[src/rtl/adder_defs.sv]
// Shared definitions for the bit-serial adder family: FSM state encoding,
// default datapath width and counter sizing helper.
package adder_defs;

  localparam int unsigned DEFAULT_WIDTH = 8;

  typedef enum logic [1:0] {
    IDLE = 2'd0,
    RUN  = 2'd1,
    DONE = 2'd2
  } state_t;

  // Bit counter width: clog2(width), never narrower than one bit.
  function automatic int unsigned cnt_width(input int unsigned width);
    return (width > 2) ? $clog2(width) : 1;
  endfunction

endpackage

[src/rtl/full_adder.sv]
// Single-bit full adder composed of two cascaded half adders and a carry OR.
module full_adder (
  input  logic x,
  input  logic y,
  input  logic ci,
  output logic s,
  output logic co
);

  logic s0;
  logic c0;
  logic c1;

  half_adder u_ha0 (
    .x(x),
    .y(y),
    .s(s0),
    .c(c0)
  );

  half_adder u_ha1 (
    .x(s0),
    .y(ci),
    .s(s),
    .c(c1)
  );

  assign co = c0 | c1;

endmodule

[src/rtl/half_adder.sv]
// Single-bit half adder: sum and carry of two input bits.
module half_adder (
  input  logic x,
  input  logic y,
  output logic s,
  output logic c
);

  assign s = x ^ y;
  assign c = x & y;

endmodule

[src/rtl/serial_adder.sv]
// Bit-serial two's-complement adder, LSB first, one bit per clock, with a
// start/busy/done handshake and registered sum/carry-out/overflow results.
module serial_adder
  import adder_defs::*;
#(
  parameter int unsigned WIDTH = DEFAULT_WIDTH
) (
  input  logic             clk,
  input  logic             rst,
  input  logic             start,
  input  logic [WIDTH-1:0] a,
  input  logic [WIDTH-1:0] b,
  input  logic             cin,
  output logic             busy,
  output logic             done,
  output logic [WIDTH-1:0] sum,
  output logic             cout,
  output logic             ovf
);

  localparam int unsigned    CW   = cnt_width(WIDTH);
  localparam logic [CW-1:0]  LAST = CW'(WIDTH - 1);

  state_t           state_q, state_d;
  logic [WIDTH-1:0] sha_q, sha_d;
  logic [WIDTH-1:0] shb_q, shb_d;
  logic [WIDTH-2:0] shs_q, shs_d;
  logic [WIDTH-1:0] sum_q, sum_d;
  logic             carry_q, carry_d;
  logic             cout_q, cout_d;
  logic             ovf_q, ovf_d;
  logic [CW-1:0]    cnt_q, cnt_d;
  logic             fa_s;
  logic             fa_c;

  full_adder u_fa (
    .x (sha_q[0]),
    .y (shb_q[0]),
    .ci(carry_q),
    .s (fa_s),
    .co(fa_c)
  );

  always_comb begin
    state_d = state_q;
    sha_d   = sha_q;
    shb_d   = shb_q;
    shs_d   = shs_q;
    sum_d   = sum_q;
    carry_d = carry_q;
    cout_d  = cout_q;
    ovf_d   = ovf_q;
    cnt_d   = cnt_q;

    unique case (state_q)
      IDLE, DONE: begin
        if (start) begin
          sha_d   = a;
          shb_d   = b;
          carry_d = cin;
          cnt_d   = '0;
          state_d = RUN;
        end else begin
          state_d = IDLE;
        end
      end

      RUN: begin
        sha_d   = sha_q >> 1;
        shb_d   = shb_q >> 1;
        // The partial-sum register is one bit short of WIDTH: the final bit
        // goes straight into the result, so nothing is ever shifted out unused.
        shs_d   = (WIDTH - 1)'({fa_s, shs_q} >> 1);
        carry_d = fa_c;
        cnt_d   = cnt_q + 1'b1;
        if (cnt_q == LAST) begin
          sum_d   = {fa_s, shs_q};
          cout_d  = fa_c;
          ovf_d   = carry_q ^ fa_c;
          cnt_d   = '0;
          state_d = DONE;
        end
      end

      default: state_d = IDLE;
    endcase
  end

  always_ff @(posedge clk or posedge rst) begin
    if (rst) begin
      state_q <= IDLE;
      sha_q   <= '0;
      shb_q   <= '0;
      shs_q   <= '0;
      sum_q   <= '0;
      carry_q <= 1'b0;
      cout_q  <= 1'b0;
      ovf_q   <= 1'b0;
      cnt_q   <= '0;
    end else begin
      state_q <= state_d;
      sha_q   <= sha_d;
      shb_q   <= shb_d;
      shs_q   <= shs_d;
      sum_q   <= sum_d;
      carry_q <= carry_d;
      cout_q  <= cout_d;
      ovf_q   <= ovf_d;
      cnt_q   <= cnt_d;
    end
  end

  assign busy = (state_q == RUN);
  assign done = (state_q == DONE);
  assign sum  = sum_q;
  assign cout = cout_q;
  assign ovf  = ovf_q;

endmodule

[config.mk]
export PLATFORM = sky130hd
export DESIGN_NAME = serial_adder
export DESIGN_NICKNAME = d
export VERILOG_FILES = /design/src/rtl/adder_defs.sv /design/src/rtl/full_adder.sv /design/src/rtl/half_adder.sv /design/src/rtl/serial_adder.sv
export SDC_FILE = /design/constraint.sdc
export NUM_CORES = 1
export LEC_CHECK = 0
export CAP_MARGIN = 0
export CORE_AREA = 2 2 59 61
export DETAILED_ROUTE_END_ITERATION = 10
export DIE_AREA = 0 0 61 63
export PLACE_DENSITY = 0.87
export SLEW_MARGIN = 10
export SYNTH_ARGS = -nofsm -noshare
export SYNTH_HDL_FRONTEND = slang
export SYNTH_SLANG_ARGS = --single-unit
[constraint.sdc]
create_clock -name clk -period 2.4 [get_ports clk]
set_clock_uncertainty 0.1 [all_clocks]
set_input_delay 0.48 -clock clk [delete_from_list [all_inputs] [get_ports clk]]
set_output_delay 0.48 -clock clk [all_outputs]
set_load 0.02 [all_outputs]
# ---- After elaboration in Yosys (flattened, before gate mapping)
# Index checks and enable logic that the tools add are counted.
dict set report totals {
  reg_bits 39
  in_bits 20
  out_inout_bits 12
  wordCells 38
}
dict set report classes {
  add_sub_neg 1
  eq_ne 5
  muxes 12
  bitwise 6
  reduce_logical 5
}
# operator n
set ops {}
lappend ops {{$pmux 8 s2} 2}
lappend ops {{$mux 8} 2}
lappend ops {{$mux 3} 2}
lappend ops {{$pmux 3 s2} 1}
lappend ops {{$pmux 2 s2} 1}
lappend ops {{$reduce_and 2->1} 2}
lappend ops {{$add 3x1->3 const B} 1}
lappend ops {{$eq 3x3->1 const B} 1}
lappend ops {{$xor 1x1->1} 3}
lappend ops {{$and 1x1->1} 2}
lappend ops {{$eq 2x1->1 const B} 1}
lappend ops {{$eq 2x2->1 const B} 1}
lappend ops {{$logic_not 2->1} 1}
lappend ops {{$mux 1} 2}
lappend ops {{$mux 2} 1}
lappend ops {{$ne 2x1->1 const B} 1}
lappend ops {{$ne 2x2->1 const B} 1}
lappend ops {{$pmux 1 s2} 1}
lappend ops {{$reduce_bool 2->1} 1}
lappend ops {{$reduce_or 2->1} 1}
lappend ops {{$or 1x1->1} 1}

# ---- Logic depth before layout (Yosys ltp)
# Gate-level depths: netlist of the first run.
dict set report logic_depth {
  word_depth 4
  ltp_mapped 6
  ltp_nobuf 5
}

# ---- By module
# From an unflattened synthesis of the first run, not the netlist that was laid out.
dict set report unflattened {
  hier_cells 157
  hier_area_um2 1751.7
}
# mod instances cells_per_inst area_each_um2 seq_area_each_um2
set by_module_without_submodules {}
lappend by_module_without_submodules {serial_adder 1 154 1720.4 975.9}
lappend by_module_without_submodules {half_adder 2 1 12.5 0.0}
lappend by_module_without_submodules {full_adder 1 1 6.3 0.0}

# ---- Worst setup path before layout of the first run
# OpenSTA, ideal clock, no wires.
dict set report synth_timing {
  path_kind {register to register}
  from {register cnt_q[0]}
  to {register cout_q, in the netlist cout}
  setup_time_ps 125
  t_arrival_ps 1369
  t_required_ps 2175
  setup_slack_ps 806
  stages_incl_launch_ff 6
  n_path_buf 1
  synth_period_minus_slack_ps 1594
  path_cell_list {dfrtp_1 ha_1 ha_1 nand3b_4 buf_4 mux2_2}
}
dict set report synth_via {
  elab_chain_cells 2
}
# item line_no
set synth_rtl {}
lappend synth_rtl {{from (decl)} serial_adder.sv:32} ;# logic [CW-1:0] cnt_q, cnt_d;
lappend synth_rtl {{from (signal assigned)} serial_adder.sv:109} ;# cnt_q <= cnt_d;
lappend synth_rtl {{$eq 3x3->1} serial_adder.sv:76} ;# if (cnt_q == LAST) begin
lappend synth_rtl {{$reduce_and 2->1 (no line)} n/a}
lappend synth_rtl {{to (signal assigned)} serial_adder.sv:107} ;# cout_q <= cout_d;
lappend synth_rtl {{to (decl)} serial_adder.sv:30} ;# logic cout_q, cout_d;
# No other way between the ends.
# A chain may end at the register's enable or synchronous reset.

# ---- Worst setup path in the final report of the first run
dict set report layout_timing {
  from {register state_q[1]}
  to {output busy}
}
dict set report layout_via {
  elab_chain_cells 1
}
# item line_no
set layout_rtl {}
lappend layout_rtl {{from (decl)} serial_adder.sv:24} ;# state_t state_q, state_d;
lappend layout_rtl {{from (signal assigned)} serial_adder.sv:101} ;# state_q <= state_d;
lappend layout_rtl {{$eq 2x1->1} serial_adder.sv:113} ;# assign busy = (state_q == RUN);
lappend layout_rtl {{to (decl)} serial_adder.sv:14} ;# output logic busy,
# No other way between the ends.

==> results.ini, run 1 <==
[outcome]
outcome = finished, final reports clean

[grt]
number_of_antenna_violations_at_the_first_check_in_global_routing = 0
grt_overflow = 0
first_pass_grt_wire_length_mm = 5.46
global_route.usage.total_pct = 19.3
grt_max_degree = 40
grt_pass1_vias = 1212

[critical_path]
critical_path.n_buffers_inverters = 2
worst-setup-path-type = register to output port
worst_path_max_delay_cell = sky130_fd_sc_hd__clkdlybuf4s50_1
setup.worst_path.end_class = output port
regToRegStartpoint = cnt_q[0]$_DFFE_PP0P_
slowest_delay_ns = 0.59
timing.critical_path.max_delay_family = buffers and inverters
cp.depth = 3
critical_path.startpoint = state_q[1]$_DFFE_PP0P_
critical_path.max_fanout = 7
worst-r2r-cell-count = 4
r2r_end = sum[5]$_DFFE_PP0P_
crit_path_cell_trace = nand2b_2, inv_2, clkdlybuf4s50_1
crit_end = busy
worst_setup_path_start_kind = register
crit_arrival_ns = 1.69
reg2reg_slack_ns = 0.77
crit_required_ns = 1.82

[final_layout]
flow.area_growth_from_synthesis_pct = 27.6
final_area_mm2 = 0.00212
n_fill_cell = 258
mostFrequentLayoutCell = sky130_fd_sc_hd__dfrtp_1
antenna_cells = 0
drive_gt1_share_pct = 12.8
most_frequent_cells_in_the_layout = sky130_fd_sc_hd__dfrtp_1 (39), sky130_fd_sc_hd__clkdlybuf4s50_1 (31), sky130_fd_sc_hd__nand2_1 (24), sky130_fd_sc_hd__nor3_1 (13), sky130_fd_sc_hd__nor2_1 (13)
final_net_count = 209

[logic_synthesis]
post_synth_instance_area_mm2 = 0.00167
synth_compound_area_share_pct = 8.87
syn-instance-count = 152
synth_edf_count = 0
post_synth.cell_area_avg_um2 = 11.0
synth-simple-area-share_pct = 17.9
seq_total_area_yosys_pct = 58.6
post_synth_xor_area_fraction_pct = 0.526
synth_top_flop_cell = sky130_fd_sc_hd__dfrtp_1
ys_async_rst_share_pct = 100
synth_top_family_by_area = simple AND/OR/NAND/NOR gates
yosys_warnings = 0
yosys.cell_types.count = 31
synth_adder_area_share_pct = 2.70
synth_fp_nets = 175
synth.area.mux_share_pct = 7.89
ys_ff_latch = 39

[sta]
final_slew_viol_count = 0
finalCritPeriodShare_pct = 94.5
final-hold-violation-count = 0
final-setup-viol-count = 0
max_freq_mhz = 441
rsz0062_at_grt = false
final_period_minus_worst_setup_slack_ns = 2.27
timing.setup.tns_ns = 0
slew_headroom_pct = 67.0
worst-slew-pin-transition_ns = 0.495

[drt]
ant_nets = 0
initialDrtViolationCount = 54
dr.pass1.iters = 6
avgRoutedWirePerCell_um = 13.9
vias_per_cell = 5.41
drc = 0
routed_wl_mm = 3.24
number_of_vias_after_detailed_routing = 1261

[power_and_ir_drop]
power_uw = 2850
leakagePower_uw = 0.000975
power.density_mw_per_mm2 = 1340
ir_worst_vdd_v = 0.000520

[cts]
tritoncts = done
cts.hold.buffers_added = 0
cts_repair_resizes = 0
clk_path_buf_depth = 2
clock_sink_count = 39
path_clk_slew_ns = 0.12
cts_root_buf = sky130_fd_sc_hd__clkbuf_4
cts_htree_levels = 2
numCtsBuffers = 5
clk-insertion-delay-late_ns = 0.34
post-cts-setup-buffers = 0

[place]
buffer_ports.inserted = 31
postPlaceCellArea_mm2 = 0.00202
globalplace.congestion = 0.782
dpl.hpwl_mm = 2.27

[worst_hold_path]
worstHoldPathCells = 2
path_category_of_the_worst_min_delay_check = register to register

[run]
max-cap-violations = 0

[die]
floorplan.io_pins = 32
chipWidth_um = 61
dieHeight_um = 63
floorplan.initialDensity_pct = 51.5
placement_rows = 21
dieArea_mm2 = 0.00384
core_area_mm2 = 0.00323

## flip-flops by register name (all words and copies together) (netlist names)
name	count
cnt_q	3
sha_q	8
carry_q	1
state_q	2
shb_q	8
ovf	1
sum	8
cout	1
shs_q	7
## synth_stat cells, drive strengths merged, types with 2 or more instances
library cell | n | area, um2
inv | 3 | 11.3
buf | 9 | 47.6
nor2 | 13 | 48.8
nor3 | 13 | 65.1
nand3 | 3 | 15.0
nand2b | 2 | 15.0
o22ai | 12 | 75.1
nand2 | 24 | 90.1
nand3b | 2 | 27.5
mux2 | 9 | 101
ha | 2 | 25.0
o21ai | 4 | 20.0
mux2i | 3 | 30.0
dfrtp | 39 | 976
nor2b | 2 | 12.5
## worst register-to-register path: stages, from the launching register on
cell and delay (ns):
sky130_fd_sc_hd__dfrtp_1 0.42, sky130_fd_sc_hd__ha_1 0.21, sky130_fd_sc_hd__ha_1 0.25, sky130_fd_sc_hd__nand3b_4 0.19
sky130_fd_sc_hd__mux2_2 0.37
## routing by layer
| metal | part of all wire, % | track usage [%] | vias to the layer above |
|---|---|---|---|
| met1 | 40 | 24.9 | 614 |
| met4 | 1.5 | 7.07 | 0 |
| met3 | 6.1 | 5.80 | 5 |
| li1 | - | - | 596 |
| met5 | 0 | 0 | - |
| met2 | 53 | 30.4 | 46 |
## final cells by class
class | count | area [um2] | share of cell area [%]
Sequential cell | 39 | 976 | 45.9
Inverter | 3 | 11.3 | 0.530
Tap cell | 46 | 57.6 | 2.71
Timing Repair Buffer | 36 | 348 | 16.4
Clock buffer | 6 | 41.3 | 1.94
Multi-Input combinational cell | 101 | 631 | 29.7
Clock inverter | 2 | 60.1 | 2.83
## per-stage QoR
step	cells	hold WS [ns]	setup slack (ns)	utilization, %
3_3_place_gp	225	0.360	0.422	62.6
3_5_place_dp	225	0.368	0.359	62.6
6_report	233	0.389	0.132	65.7
5_1_grt	233	0.422	0.0274	65.7
2_1_floorplan	152	0.342	0.806	-
4_1_cts	233	0.394	0.113	65.7
## cell families (layout without fill, tap and decap cells)
logic type | Yosys count | count (layout)
compound gates | 23 | 23
mux | 12 | 12
simple gates | 62 | 62
flops | 39 | 39
buf+inv | 12 | 47
fa+ha+maj | 3 | 3
xor+xnor | 1 | 1
## power by group
group          internal [uW]  switching, uW  total [uW]  leakage [uW]
Combinational            550            609        1160      0.000441
Clock                    325            207         532     0.0000525
Sequential               959            199        1160      0.000482
Total                   1830           1020        2850      0.000975
## worst min-delay path by stage
stage	end	start	slack (ns)
2_1_floorplan	shs_q[0]$_DFFE_PP0P_	shs_q[0]$_DFFE_PP0P_	0.34
3_3_place_gp	shs_q[0]$_DFFE_PP0P_	shs_q[0]$_DFFE_PP0P_	0.36
3_5_place_dp	shs_q[0]$_DFFE_PP0P_	shs_q[0]$_DFFE_PP0P_	0.37
4_1_cts	shs_q[0]$_DFFE_PP0P_	shs_q[0]$_DFFE_PP0P_	0.39
5_1_grt	shs_q[0]$_DFFE_PP0P_	shs_q[0]$_DFFE_PP0P_	0.42
6_report	shs_q[0]$_DFFE_PP0P_	shs_q[0]$_DFFE_PP0P_	0.39
Note: power is estimated with default switching activity, not from simulation.
==> run 2: changes to the inputs <==
--- a/config.mk
+++ b/config.mk
@@ -9,6 +9,7 @@
 export CORE_AREA = 2 2 59 61
 export DETAILED_ROUTE_END_ITERATION = 10
 export DIE_AREA = 0 0 61 63
+export MAX_ROUTING_LAYER = met4
 export PLACE_DENSITY = 0.87
 export SLEW_MARGIN = 10
 export SYNTH_ARGS = -nofsm -noshare
==> results.ini, run 2 (synthesis results as in run 1) <==
[critical_path]
crit_required_ns = 1.82  ; about the same
worst_path_max_delay_cell = sky130_fd_sc_hd__clkdlybuf4s50_1
timing.critical_path.max_delay_family = buffers and inverters
setup.worst_path.end_class = output port
worst-r2r-cell-count = 4  ; unchanged
slowest_delay_ns = 0.59  ; about the same
crit_path_cell_trace = nand2b_2, inv_2, clkdlybuf4s50_1
worst_setup_path_start_kind = register
critical_path.n_buffers_inverters = 2  ; unchanged
worst-setup-path-type = register to output port
critical_path.max_fanout = 7  ; unchanged
crit_arrival_ns = 1.69  ; about the same
reg2reg_slack_ns = 0.76  ; about the same
cp.depth = 3  ; unchanged

[cts]
tritoncts = done
cts_repair_resizes = 0  ; unchanged
path_clk_slew_ns = 0.11  ; about the same
clock_sink_count = 39  ; unchanged
post-cts-setup-buffers = 0  ; unchanged
cts.hold.buffers_added = 0  ; unchanged
numCtsBuffers = 5  ; unchanged
cts_root_buf = sky130_fd_sc_hd__clkbuf_4
cts_htree_levels = 2  ; unchanged
clk_path_buf_depth = 2  ; unchanged
clk-insertion-delay-late_ns = 0.34  ; about the same

[final_layout]
mostFrequentLayoutCell = sky130_fd_sc_hd__dfrtp_1
flow.area_growth_from_synthesis_pct = 27.6  ; unchanged
final_area_mm2 = 0.00212  ; unchanged
final_net_count = 209  ; unchanged
n_fill_cell = 258  ; unchanged
drive_gt1_share_pct = 12.8  ; unchanged
most_frequent_cells_in_the_layout = sky130_fd_sc_hd__dfrtp_1 (39), sky130_fd_sc_hd__clkdlybuf4s50_1 (31), sky130_fd_sc_hd__nand2_1 (24), sky130_fd_sc_hd__nor3_1 (13), sky130_fd_sc_hd__nor2_1 (13)
antenna_cells = 0  ; unchanged

[power_and_ir_drop]
ir_worst_vdd_v = 0.000518  ; -0.32%
power.density_mw_per_mm2 = 1340  ; -0.11%
leakagePower_uw = 0.000975  ; unchanged

[place]
buffer_ports.inserted = 31  ; unchanged
detailedPlace.worstSlack_ns = 0.359  ; unchanged
postPlaceCellArea_mm2 = 0.00202  ; unchanged
globalplace.congestion = 0.793  ; +1.4%
dpl.hpwl_mm = 2.27  ; unchanged

[worst_hold_path]
path_category_of_the_worst_min_delay_check = register to register
worstHoldPathCells = 2  ; unchanged

[grt]
grt_max_degree = 40  ; unchanged
number_of_antenna_violations_at_the_first_check_in_global_routing = 0  ; unchanged
first_pass_grt_wire_length_mm = 5.47  ; +0.13%
global_route.usage.total_pct = 20.0  ; +0.65 points
grt_overflow = 0  ; unchanged
grt_pass1_vias = 1209  ; -0.25%

[sta]
timing.setup.tns_ns = 0  ; unchanged
final_period_minus_worst_setup_slack_ns = 2.27  ; +0.00212 ns
timing.final.ws_setup_ns = 0.129  ; -0.00212 ns
max_freq_mhz = 440  ; about the same
final-setup-viol-count = 0  ; unchanged
worst-slew-pin-transition_ns = 0.515  ; +0.0200 ns
rsz0062_at_grt = false
final-hold-violation-count = 0  ; unchanged
slew_headroom_pct = 65.7  ; -1.3 points
final_slew_viol_count = 0  ; unchanged
finalCritPeriodShare_pct = 94.6  ; about the same

[drt]
routed_wl_mm = 3.26  ; +0.59%
initialDrtViolationCount = 68  ; +26%
ant_nets = 0  ; unchanged
dr.pass1.iters = 4  ; -2
vias_per_cell = 5.39  ; -0.32%
avgRoutedWirePerCell_um = 14.0  ; +0.59%
drc = 0  ; unchanged
number_of_vias_after_detailed_routing = 1257  ; -0.32%

[die]
dieHeight_um = 63  ; unchanged
core_area_mm2 = 0.00323  ; unchanged
dieArea_mm2 = 0.00384  ; unchanged
floorplan.initialDensity_pct = 51.5  ; unchanged
chipWidth_um = 61  ; unchanged
floorplan.io_pins = 32  ; unchanged
placement_rows = 21  ; unchanged

[outcome]
outcome = finished, final reports clean

[run]
max-cap-violations = 0  ; unchanged

-- run 2: cell counts in the layout (fill, tap and decap cells not counted) --
No cell type changed its count.
-- run 2: worst register-to-register path: cells and delay by family, from the launching register on --
| family | cells | cell delay (ns) |
|---|---|---|
| DFF | 1 | 0.42 |
| adders and majority gates | 2 | 0.46 |
| muxes | 1 | 0.37 |
| and+or+nand+nor | 1 | 0.20 |
-- run 2: final cells by class --
cell class	count	area, um2	area share [%]
inverters	3	11.3	0.530
repair buffers	36	348	16.4
well taps	46	57.6	2.71
clock buffers	6	41.3	1.94
clock inverters	2	60.1	2.83
multi-input cells	101	631	29.7
flip-flops and latches	39	976	45.9
-- run 2: final timing paths --
check	from	endpoint
max in group asynchronous	rst	sum[2]$_DFFE_PP0P_
max reg2reg	cnt_q[0]$_DFFE_PP0P_	sum[5]$_DFFE_PP0P_
min reg2reg	shs_q[0]$_DFFE_PP0P_	shs_q[0]$_DFFE_PP0P_
min	shs_q[0]$_DFFE_PP0P_	shs_q[0]$_DFFE_PP0P_
min in group asynchronous	rst	sum[0]$_DFFE_PP0P_
max	state_q[1]$_DFFE_PP0P_	busy
-- run 2: layer usage --
metal	part of all wire [%]	up-vias	routed length (um)	track usage (%)
met5	0	-	0	-
met1	41	610	1350	25.7
met4	1.5	0	48	7.07
met2	51	47	1670	30.0
met3	6.0	5	195	5.80
li1	-	595	-	-
-- run 2: power breakdown --
group / internal, uW / switching (uW) / total, uW
sequential: 959 / 198 / 1160
combinational: 549 / 609 / 1160
clock: 325 / 205 / 530
-- run 2: metrics by stage --
stage	total power [uW]	util, %	instances	hold slack [ns]
6_report	2850	65.7	233	0.388
5_1_grt	3060	65.7	233	0.422
4_1_cts	2870	65.7	233	0.394
3_5_place_dp	2340	62.6	225	0.368
3_3_place_gp	2250	62.6	225	0.360
2_1_floorplan	1930	-	152	0.342
==> run 3: changes to the inputs <==
--- a/config.mk
+++ b/config.mk
@@ -6,12 +6,13 @@
 export NUM_CORES = 1
 export LEC_CHECK = 0
 export CAP_MARGIN = 0
-export CORE_AREA = 2 2 59 61
+export CORE_AREA = 2 2 60 62
 export DETAILED_ROUTE_END_ITERATION = 10
-export DIE_AREA = 0 0 61 63
+export DIE_AREA = 0 0 62 64
 export MAX_ROUTING_LAYER = met4
-export PLACE_DENSITY = 0.87
+export PLACE_DENSITY = 0.88
 export SLEW_MARGIN = 10
 export SYNTH_ARGS = -nofsm -noshare
 export SYNTH_HDL_FRONTEND = slang
+export SYNTH_HIERARCHICAL = 1
 export SYNTH_SLANG_ARGS = --single-unit
==> results.ini, run 3 <==
[final_layout]
final_net_count = 215  ; +2.9%
antenna_cells = 0  ; unchanged
most_frequent_cells_in_the_layout = sky130_fd_sc_hd__dfrtp_1 (39), sky130_fd_sc_hd__clkdlybuf4s50_1 (31), sky130_fd_sc_hd__nand2_1 (23), sky130_fd_sc_hd__nor2_1 (10), sky130_fd_sc_hd__mux2_2 (10)
final_area_mm2 = 0.00216  ; +1.6%
drive_gt1_share_pct = 14.6  ; +1.7 points
flow.area_growth_from_synthesis_pct = 23.3
mostFrequentLayoutCell = sky130_fd_sc_hd__dfrtp_1
n_fill_cell = 260  ; +0.78%

[place]
dpl.hpwl_mm = 2.67  ; +18%
postPlaceCellArea_mm2 = 0.00209  ; +3.3%
globalplace.congestion = 0.824  ; +3.9%
buffer_ports.inserted = 31  ; unchanged

[sta]
worst-slew-pin-transition_ns = 0.480  ; -0.0354 ns
timing.setup.tns_ns = 0  ; unchanged
rsz0062_at_grt = false
final-setup-viol-count = 0  ; unchanged
slew_headroom_pct = 68.0  ; +2.4 points
final-hold-violation-count = 0  ; unchanged
finalCritPeriodShare_pct = 92.5  ; -2.1 points
max_freq_mhz = 450  ; +2.2%
final_period_minus_worst_setup_slack_ns = 2.22  ; -0.0498 ns
final_slew_viol_count = 0  ; unchanged

[critical_path]
worst-r2r-cell-count = 4  ; unchanged
reg2reg_slack_ns = 0.65  ; -0.11 ns
crit_path_cell_trace = nor2b_1, clkdlybuf4s50_1
regToRegStartpoint = cnt_q[0]$_DFFE_PP0P_
critical_path.max_fanout = 4  ; -3
worst-setup-path-type = register to output port
crit_required_ns = 1.82  ; about the same
slowest_delay_ns = 0.63  ; +0.04 ns
setup.worst_path.end_class = output port
crit_arrival_ns = 1.64  ; -0.05 ns
worst_path_max_delay_cell = sky130_fd_sc_hd__clkdlybuf4s50_1
r2r_end = sum[2]$_DFFE_PP0P_
worst_setup_path_start_kind = register

[logic_synthesis]
synth_edf_count = 0  ; unchanged
syn-instance-count = 157  ; +3.3%
seq_total_area_yosys_pct = 55.7  ; -2.9 points
synthTopCellsByArea = sky130_fd_sc_hd__dfrtp_1 (56%), sky130_fd_sc_hd__mux2_2 (6.4%), sky130_fd_sc_hd__nand2_1 (4.9%), sky130_fd_sc_hd__mux2i_1 (4.0%), sky130_fd_sc_hd__ha_1 (2.9%)
netlist.area_leader.share_pct = 55.7  ; -2.9 points
ys_async_rst_share_pct = 100  ; unchanged
synth.cells.most_frequent = sky130_fd_sc_hd__dfrtp_1 (39), sky130_fd_sc_hd__nand2_1 (23), sky130_fd_sc_hd__mux2_2 (10), sky130_fd_sc_hd__nor2_1 (10)
synth_fp_nets = 181  ; +3.4%
post_synth.cell_area_avg_um2 = 11.2  ; +1.8%
yosys.cell_types.count = 28  ; -9.7%
post_synth_instance_area_mm2 = 0.00175  ; +5.2%
synth_top_flop_cell = sky130_fd_sc_hd__dfrtp_1
post-synth-top-count-cell = sky130_fd_sc_hd__dfrtp_1
ys_ff_latch = 39  ; unchanged
yosys.area.top_type = sky130_fd_sc_hd__dfrtp_1
yosys_warnings = 6  ; +6

[run]
max-cap-violations = 0  ; unchanged

[cts]
tritoncts = done
cts_htree_levels = 2  ; unchanged
clk-insertion-delay-late_ns = 0.34  ; about the same
clk_path_buf_depth = 2  ; unchanged
cts_repair_resizes = 0  ; unchanged
clock_sink_count = 39  ; unchanged
cts_root_buf = sky130_fd_sc_hd__clkbuf_4
numCtsBuffers = 5  ; unchanged
cts.hold.buffers_added = 0  ; unchanged
path_clk_slew_ns = 0.11  ; about the same
post-cts-setup-buffers = 0  ; unchanged

[grt]
grt_pass1_vias = 1330  ; +10%
number_of_antenna_violations_at_the_first_check_in_global_routing = 0  ; unchanged
grt_overflow = 0  ; unchanged
first_pass_grt_wire_length_mm = 6.02  ; +10%
global_route.usage.total_pct = 21.5  ; +1.5 points
grt_max_degree = 40  ; unchanged

[power_and_ir_drop]
p_int_uw = 1750  ; -4.5%
leakagePower_uw = 0.000969  ; -0.60%
ir_worst_vdd_v = 0.000783  ; +51%
sw_frac_of_total_pct = 38.6  ; +3.0 points
power.sequential.fraction_pct = 41.4  ; +0.7 points
total_switching_power_uw = 1100  ; +8.4%
combinationalPowerShare_pct = 45.3  ; +4.6 points
power.clock.fraction_pct = 13.3  ; -5.3 points
power.density_mw_per_mm2 = 1320  ; -1.5%
power_uw = 2850  ; about the same

[worst_hold_path]
worstHoldPathCells = 2  ; unchanged
path_category_of_the_worst_min_delay_check = register to register
min_to = shs_q[0]$_DFFE_PP0P_
timing.hold.worst.start = shs_q[0]$_DFFE_PP0P_

[die]
floorplan.initialDensity_pct = 53.3  ; +1.8 points
dieArea_mm2 = 0.00397  ; +3.3%
chipWidth_um = 62  ; +1.6%
dieHeight_um = 64  ; +1.6%
floorplan.io_pins = 32  ; unchanged
core_area_mm2 = 0.00328  ; +1.6%
placement_rows = 21  ; unchanged

[drt]
initialDrtViolationCount = 131  ; +93%
number_of_vias_after_detailed_routing = 1293  ; +2.9%
vias_per_cell = 5.43  ; +0.70%
drc = 0  ; unchanged
dr.pass1.iters = 4  ; unchanged
routed_wl_mm = 3.80  ; +17%
avgRoutedWirePerCell_um = 16.0  ; +14%
ant_nets = 0  ; unchanged

[outcome]
outcome = finished, final reports clean

==> run 3: cell types whose count changed in the layout (fill, tap and decap cells not counted), moves of 3 or more <==
cell / before / now
sky130_fd_sc_hd__nor2_1: 13 / 10
sky130_fd_sc_hd__a21oi_1: 1 / 5
sky130_fd_sc_hd__a211oi_1: 1 / 5
sky130_fd_sc_hd__nor3_1: 13 / 8
sky130_fd_sc_hd__mux2i_1: 3 / 7
sky130_fd_sc_hd__o22ai_1: 12 / 8
sky130_fd_sc_hd__nor2b_1: 2 / 7
==> run 3: power groups by stage <==
| stage | logic (uW) | registers, uW | clock network (uW) |
|---|---|---|---|
| detailed placement | 1290 | 1190 | 0 |
| global route | 1420 | 1210 | 415 |
| floorplan | 835 | 1220 | 0 |
| CTS | 1300 | 1180 | 388 |
| global placement | 1200 | 1160 | 0 |
| finish | 1290 | 1180 | 379 |
==> run 3: area by class of cell <==
cell class | instances | area, um2 | area share, %
Inverter | 3 | 11.3 | 0.521
Sequential cell | 39 | 976 | 45.2
Clock buffer | 8 | 68.8 | 3.19
Multi-Input combinational cell | 104 | 683 | 31.6
Timing Repair Buffer | 38 | 363 | 16.8
Tap cell | 46 | 57.6 | 2.67
==> run 3: per-stage QoR <==
stage	cells	worst slack, ns	util [%]	hold WS, ns
6_report	238	0.179	65.8	0.389
2_1_floorplan	157	0.767	-	0.342
5_1_grt	238	0.123	65.8	0.428
4_1_cts	238	0.179	65.8	0.397
3_5_place_dp	230	0.556	63.7	0.372
3_3_place_gp	230	0.600	63.7	0.358
==> run 3: worst max-delay path by stage <==
| stage | slack [ns] | to | startpoint | cells past startpoint |
|---|---|---|---|---|
| 2_1_floorplan | 0.77 | busy | state_q[1]$_DFFE_PP0P_ | 6 |
| 3_3_place_gp | 0.60 | done | state_q[0]$_DFFE_PP0P_ | 2 |
| 3_5_place_dp | 0.56 | sha_q[6]$_DFFE_PP0P_ | start | 4 |
| 4_1_cts | 0.18 | done | state_q[0]$_DFFE_PP0P_ | 2 |
| 5_1_grt | 0.12 | done | state_q[0]$_DFFE_PP0P_ | 2 |
| 6_report | 0.18 | done | state_q[0]$_DFFE_PP0P_ | 2 |
==> run 3: kinds of logic after synthesis <==
logic type	Yosys count	synth area share (%)
buffers and inverters	14	5.29
and+or+nand+nor	56	15.4
muxes	17	10.4
xor gates and xnor gates	1	0.500
AOI/OAI and AO/OA	26	9.86
DFF	39	55.7
adders and majority gates	4	2.86
==> run 3: per-layer routing <==
metal	vias to the layer above	share of wire, %	global-route usage, %
met3	7	5.3	6.88
met2	41	49	32.0
met4	0	1.5	7.45
met5	-	0	-
met1	636	44	27.3
li1	609	-	-
==> run 3: worst max-delay path: cells and delay by family (launching register included) <==
kind	cells	cell delay [ns]
flops	1	0.48
simple gates	1	0.19
buf+inv	1	0.63
